<file path="src/rtl/lc3_fetch.sv">
// LC-3 fetch unit: one outstanding memory read feeding a DEPTH-entry instruction FIFO.
// Define LC3_FETCH_PERF_EN to add the fetch_count port (instructions delivered to the core).
module lc3_fetch #(
    parameter int unsigned DEPTH    = 4,
    parameter logic [15:0] RESET_PC = 16'h0001
) (
    input  logic        clk,
    input  logic        rst,
    input  logic        redirect,
    input  logic [15:0] redirect_pc,
    output logic        mem_req,
    output logic [15:0] mem_addr,
    input  logic        mem_ack,
    input  logic [15:0] mem_rdata,
    output logic [15:0] cmd,
    output logic [15:0] cmd_pc,
    output logic        cmd_valid,
    input  logic        cmd_ready
`ifdef LC3_FETCH_PERF_EN
    ,
    output logic [15:0] fetch_count
`endif
);

    localparam int unsigned AW   = $clog2(DEPTH);
    localparam logic [AW:0] FULL = (AW+1)'(DEPTH);

    typedef enum logic [1:0] {FETCH, HOLD, DRAIN} state_t;

    typedef struct packed {
        logic [15:0] pc;
        logic [15:0] word;
    } entry_t;

    state_t        state_q;
    logic          req_q;
    logic [15:0]   addr_q;
    logic [15:0]   pc_q;
    entry_t        buf_q [DEPTH];
    logic [AW-1:0] rd_q;
    logic [AW-1:0] wr_q;
    logic [AW:0]   cnt_q;
    logic [AW:0]   cnt_d;
    logic          ack;
    logic          push;
    logic          pop;
    logic          full_d;
    logic [15:0]   next_pc;

    assign ack       = req_q & mem_ack;
    assign cmd_valid = (cnt_q != '0);
    assign pop       = cmd_valid & cmd_ready;
    // Only responses to requests made in FETCH are kept; a redirect kills the word in flight.
    assign push      = ack & (state_q == FETCH) & ~redirect;
    assign next_pc   = ack ? pc_q + 16'd1 : pc_q;

    assign mem_req   = req_q;
    assign mem_addr  = addr_q;
    assign cmd       = cmd_valid ? buf_q[rd_q].word : '0;
    assign cmd_pc    = cmd_valid ? buf_q[rd_q].pc   : '0;

    always_comb begin
        cnt_d = cnt_q;
        if (redirect)
            cnt_d = '0;
        else if (push && !pop)
            cnt_d = cnt_q + (AW+1)'(1);
        else if (pop && !push)
            cnt_d = cnt_q - (AW+1)'(1);
    end

    assign full_d = (cnt_d == FULL);

    always_ff @(posedge clk or posedge rst) begin
        if (rst) begin
            rd_q  <= '0;
            wr_q  <= '0;
            cnt_q <= '0;
        end else begin
            cnt_q <= cnt_d;
            if (redirect) begin
                rd_q <= '0;
                wr_q <= '0;
            end else begin
                if (push) wr_q <= wr_q + AW'(1);
                if (pop)  rd_q <= rd_q + AW'(1);
            end
        end
    end

    always_ff @(posedge clk) begin
        if (push) buf_q[wr_q] <= '{pc: pc_q, word: mem_rdata};
    end

    always_ff @(posedge clk or posedge rst) begin
        if (rst) begin
            state_q <= FETCH;
            req_q   <= 1'b0;
            addr_q  <= RESET_PC;
            pc_q    <= RESET_PC;
        end else if (redirect) begin
            pc_q <= redirect_pc;
            // A request still in flight must be retired before the new stream starts.
            if (req_q && !mem_ack) begin
                state_q <= DRAIN;
            end else begin
                state_q <= FETCH;
                req_q   <= 1'b1;
                addr_q  <= redirect_pc;
            end
        end else begin
            case (state_q)
                FETCH: begin
                    if (!req_q || mem_ack) begin
                        pc_q <= next_pc;
                        if (full_d) begin
                            state_q <= HOLD;
                            req_q   <= 1'b0;
                        end else begin
                            req_q  <= 1'b1;
                            addr_q <= next_pc;
                        end
                    end
                end
                HOLD: begin
                    if (pop) begin
                        state_q <= FETCH;
                        req_q   <= 1'b1;
                        addr_q  <= pc_q;
                    end
                end
                DRAIN: begin
                    if (mem_ack) begin
                        state_q <= FETCH;
                        req_q   <= 1'b1;
                        addr_q  <= pc_q;
                    end
                end
                default: begin
                    state_q <= FETCH;
                    req_q   <= 1'b0;
                end
            endcase
        end
    end

`ifdef LC3_FETCH_PERF_EN
    logic [15:0] fcnt_q;

    always_ff @(posedge clk or posedge rst) begin
        if (rst)
            fcnt_q <= '0;
        else if (pop)
            fcnt_q <= fcnt_q + 16'd1;
    end

    assign fetch_count = fcnt_q;
`endif

endmodule

</file>
<file path="config.mk">
export PLATFORM = sky130hd
export DESIGN_NAME = lc3_fetch
export DESIGN_NICKNAME = d
export VERILOG_FILES = /design/src/rtl/lc3_fetch.sv
export SDC_FILE = /design/constraint.sdc
export NUM_CORES = 1
export LEC_CHECK = 0
export BUFFER_PORTS_ARGS = -buffer_cell sky130_fd_sc_hd__buf_4
export CELL_PAD_IN_SITES_DETAIL_PLACEMENT = 2
export CELL_PAD_IN_SITES_GLOBAL_PLACEMENT = 2
export CORE_AREA = 10 10 112 189
export DETAILED_ROUTE_END_ITERATION = 7
export DIE_AREA = 0 0 122 199
export GPL_ROUTABILITY_DRIVEN = 0
export GPL_TIMING_DRIVEN = 0
export PLACE_DENSITY = 0.89
export SETUP_SLACK_MARGIN = 0.5
export SLEW_MARGIN = 10
export SYNTH_ARGS = -nofsm -noshare
export SYNTH_HDL_FRONTEND = slang
export SYNTH_SLANG_ARGS = --single-unit
</file>
<file path="constraint.sdc">
create_clock -name clk -period 3.4 [get_ports clk]
set_input_delay 0.17 -clock clk [delete_from_list [all_inputs] [get_ports clk]]
set_output_delay 0.17 -clock clk [all_outputs]
set_load 0.1 [all_outputs]
</file>
After elaboration in Yosys (flattened, before gate mapping)
Memories as Yosys holds them, arrays and structs flattened.
Cells that the tools add are included.
{ "classes": {"addsub": 5, "n_eq_ne": 9, "muxes": 36, "n_bitwise": 5, "reduce_logical": 19} }
{ "ops": {"columns": ["cell", "count"], "rows": [
  ["two-way mux 16 bit", 12],
  ["one-hot mux 16 bit (3 select lines)", 1],
  ["two-way mux 2 bit", 10],
  ["adder 16 x 1 -> 16 bit (second input constant)", 1],
  ["!= test 3 bit (second input constant)", 4],
  ["two-way mux 3 bit", 3],
  ["two-way mux 1 bit", 8],
  ["AND reduction 4 bit", 2],
  ["nonzero test 2 bit", 4],
  ["one-hot mux 2 bit (3 select lines)", 1],
  ["AND reduction 6 bit", 1],
  ["adder 2 x 1 -> 2 bit (second input constant)", 2],
  ["AND 1 bit", 4],
  ["logical NOT 1 bit", 4],
  ["nonzero test 4 bit", 1],
  ["adder 3 x 1 -> 3 bit (second input constant)", 1],
  ["== test 3 bit (second input constant)", 1],
  ["logical AND 1 bit", 3],
  ["!= test 3 x 2 -> 1 bit (second input constant)", 1],
  ["one-hot mux 1 bit (3 select lines)", 1],
  ["nonzero test 3 bit", 1],
  ["subtractor 3 x 1 -> 3 bit (second input constant)", 1],
  ["== test 2 x 1 -> 1 bit (second input constant)", 1],
  ["== test 2 bit (second input constant)", 1],
  ["other kinds (5)", 5]
]} }
{ "totals": {"ff_bits": 42, "ramBits": 128, "input_bits": 37, "out_inout_bits": 50, "wordCells": 82, "n_memories": 1} }
{ "memory_table": {"columns": ["name", "words", "width", "read_ports", "rd_clocked_by_memory_dff", "wr", "line", "source"], "rows": [
  ["buf_q", 4, 32, 1, 0, 1, "39", "entry_t buf_q [DEPTH];"]
]} }

Longest topological paths before layout
{ "logic_depth": {"ltp_word": 13, "ltp_mapped": 11, "mapped_depth_nobuf": 8} }

Worst setup path before layout
OpenSTA, ideal clock, no wires.
{ "synth_path": {"path_type": "reg-to-output", "from": "register cnt_q[0]", "to": "output port cmd_pc[10]", "t_arrival_ns": 2.794, "required_time_ns": 3.230, "path_slack_ns": 0.436, "stages_incl_launch_ff": 7, "path_buffers": 2, "cell_sequence": "dfrtp_1 -> inv_1 -> ha_1 -> nand2b_1 -> buf_2 -> clkbuf_1 -> and2_1"} }
{ "synth_via": {"elab_chain_len": 2} }
{ "synth_lines": {"columns": ["element", "line", "source"], "rows": [
  ["start: declaration", "42", "logic [AW:0] cnt_q;"],
  ["start signal: assignment", "80", "cnt_q <= cnt_d;"],
  ["nonzero test 3 bit", "51", "assign cmd_valid = (cnt_q != '0);"],
  ["named net cmd_valid", "17", "output logic cmd_valid,"],
  ["two-way mux 16 bit", "60", "assign cmd_pc = cmd_valid ? buf_q[rd_q].pc : '0;"],
  ["end: declaration", "16", "output logic [15:0] cmd_pc,"]
]} }
The timed path passes the listed nets, and every way through them passes these cells.

Final worst setup path
{ "layout_path": {"from": "register cnt_q[0]", "to": "output port cmd_pc[3]"} }
{ "layout_via": {"elab_chain_len": 2} }
{ "layout_lines": {"columns": ["element", "line"], "rows": [
  ["nonzero test 3 bit", "51"],
  ["two-way mux 16 bit", "60"]
]} }
Every way passes these cells.

==> results.cfg <==
[global_routing]
track_usage = 0.186
grt_max_degree = 29
grt_overflow = 0
grt_pass1_vias = 5380
antenna_found_initial = 0
grt_pass1_wl_microns = 33600

[sta]
worst_pin_slew_ns = 0.723
setup_viol = 0
rsz0062_at_grt = true
fin_crit_ns = 2.80
final.period_utilization = 0.822
setup_slack_ns = 0.604
hold_viol_final = 0
fmax_mhz = 358
slew-limit-headroom = 0.518
slew_viol_final = 0
clock_skew_ns = 0.0142

[route]
ant_nets = 0
vias_per_cell = 5.37
first_iter_violations = 285
drcViolationCount = 0
vias = 4605
totalWireLength_microns = 22000
wire_per_inst_microns = 25.7
drtPass1Iterations = 5

[cells_and_area]
mostFrequentLayoutCells = edfxtp_1, buf_4, dfrtp_1
nFillCells = 1612
nNetsFinal = 659
layout.cells.non_filler = 857
mostFrequentLayoutCell = edfxtp_1
multiInputGateArea_sq_um = 2540
drive_gt1_frac = 0.363
area_growth_pct = 26.3
n_antenna_cell = 0
regArea_sq_um = 4900

[floorplan]
die_y_microns = 199
coreArea_sq_um = 18000
initial_core_util = 0.422
ioPinCount = 87
num_rows = 65
die_x_microns = 122
dieArea_sq_um = 24300

[power]
powerDensity_nw_per_um2 = 961
p_leak_nw = 3.54
vdd_drop_max_mv = 0.685

[synth]
yosysWarnings = 0
synth_seq_cells = 170
yosysSeqAreaShare = 0.646
synth-edff-count = 128
synth_area_per_cell_sq_um = 16.2
synth-main-ff-cell = edfxtp_1
netlist_instances = 467
synth_area_sq_um = 7580
yosysUniqueCellTypes = 49
synth_top_area_frac = 0.507
synth_area_leaders = edfxtp_1, dfrtp_1, mux4_2
ys_async_sr_fraction = 0.247
syn_nets = 516
synth_top_area_cell = edfxtp_1

[setup_path]
start_kind = flop
arrival_ns = 2.63
slowest_stage = dfrtp_1
required_ns = 3.23
cp_max_fo = 10
critPathMaxStageDelay_ns = 0.47
r2r_slack_ns = 0.64
crit_buf_inv = 4
crit_chain = inv_1 > ha_1 > nand2b_1 > buf_2 > clkbuf_1 > and2_1 > buf_4
cp_top_family = buffers and inverters
end_kind = output pin
path_class = reg2out

[placed_design]
io_buffers = 86
hpwlAfterDp_microns = 14800
dp.cells = 792
pre_cts_slack_ns = 0.501

[hold_path]
hold_path_class = in2reg

[clock_network]
cts_root_buf = clkbuf_16
cts_max_level = 4
cts-buffers-inserted = 17
clk_path_buf_depth = 2
clock_sinks = 170
path_clk_slew_ns = 0.06
clock_latency_ns = 0.44
cts_tree = built

[run_status]
status = completed

[job]
max_cap_viol_count = 0
[what timing repair did]
action	4_1_cts	5_1_grt
buffers inserted	0	3
pin swaps	0	0
resized for setup	2	4
setup endpoints to repair	3	29
hold endpoints to repair	91	0
hold buffers	30	0
[synth_stat cells, types with 2 or more instances]
| cell type | count |
|---|---|
| and3_1 | 7 |
| a21oi_1 | 6 |
| mux4_2 | 32 |
| nand2_1 | 21 |
| nand3b_1 | 2 |
| dfrtp_1 | 40 |
| clkbuf_1 | 16 |
| nor3_1 | 6 |
| mux2_2 | 32 |
| buf_2 | 5 |
| nand2b_1 | 2 |
| nor2_1 | 23 |
| mux2_4 | 10 |
| xnor2_1 | 15 |
| a211oi_1 | 2 |
| a22o_1 | 2 |
| ha_1 | 12 |
| and2_1 | 32 |
| buf_6 | 2 |
| xor2_1 | 19 |
| nand3_1 | 12 |
| dfstp_2 | 2 |
| o21ai_0 | 3 |
| edfxtp_1 | 128 |
| o21a_1 | 2 |
| inv_1 | 11 |
[sequential cells by signal, summed over array words and instances, names as in the netlist]
register / cells
buf_q: 128
mem_addr: 16
pc_q: 16
cnt_q: 3
rd_q: 2
state_q: 2
wr_q: 2
mem_req: 1
[stage by stage]
step	hold slack (ns)	cell area, sq um	TNS (ns)	power [mW]	utilization
6_report	0.0133	9570	0	9.20	0.533
5_1_grt	0.0110	9570	0	9.54	0.533
4_1_cts	0.00264	9530	0	9.27	0.530
3_5_place_dp	0.183	8650	0	7.29	0.482
3_3_place_gp	0.370	8520	-8.02	7.11	0.474
2_1_floorplan	0.240	7580	0	6.21	-
[power by group]
part	internal [mW]	leakage [nW]	switching, mW
Clock	1.03	0.271	0.868
Sequential	2.50	1.65	0.212
Combinational	1.24	1.62	3.35
[cell type report]
| class | count | share of cell area |
|---|---|---|
| inverter | 11 | 0.00431 |
| clock inverter | 14 | 0.0142 |
| buffer | 25 | 0.0139 |
| multi-input combinational | 261 | 0.266 |
| tap | 234 | 0.0306 |
| clock buffer | 18 | 0.0448 |
| sequential | 170 | 0.512 |
| timing repair buffer | 124 | 0.115 |
[worst paths after layout]
path | startpoint | end | depth (start not counted)
worst max-delay path | cnt_q[0]$_DFF_PP0_ | cmd_pc[3] | 7
worst min-delay path | redirect_pc[14] | pc_q[14]$_DFFE_PP0P_ | 2
worst max register to register | state_q[0]$_DFFE_PP0P_ | mem_addr[15]$_DFFE_PP0P_ | 9
worst min register to register | mem_addr[15]$_DFFE_PP0P_ | mem_addr[15]$_DFFE_PP0P_ | 1
max in group asynchronous | rst | pc_q[10]$_DFFE_PP0P_ | 4
min in group asynchronous | rst | mem_addr[3]$_DFFE_PP0P_ | 3
[routing by layer]
layer,GRT usage,share of wire,vias up
li1,-,-,2045
met1,0.202,0.37,2406
met2,0.345,0.57,123
met3,0.0329,0.037,31
met4,0.0718,0.026,0
met5,0,0,-
[cells by family after synthesis]
group | share of synthesized area
multiplexers | 0.165
AO/OA/AOI/OAI | 0.0287
buffers and inverters | 0.0228
AND/OR/NAND/NOR | 0.0781
adder cells (fa/ha/maj) | 0.0198
flip-flops | 0.646
XOR/XNOR | 0.0393
(Power assumes the default switching activity.)
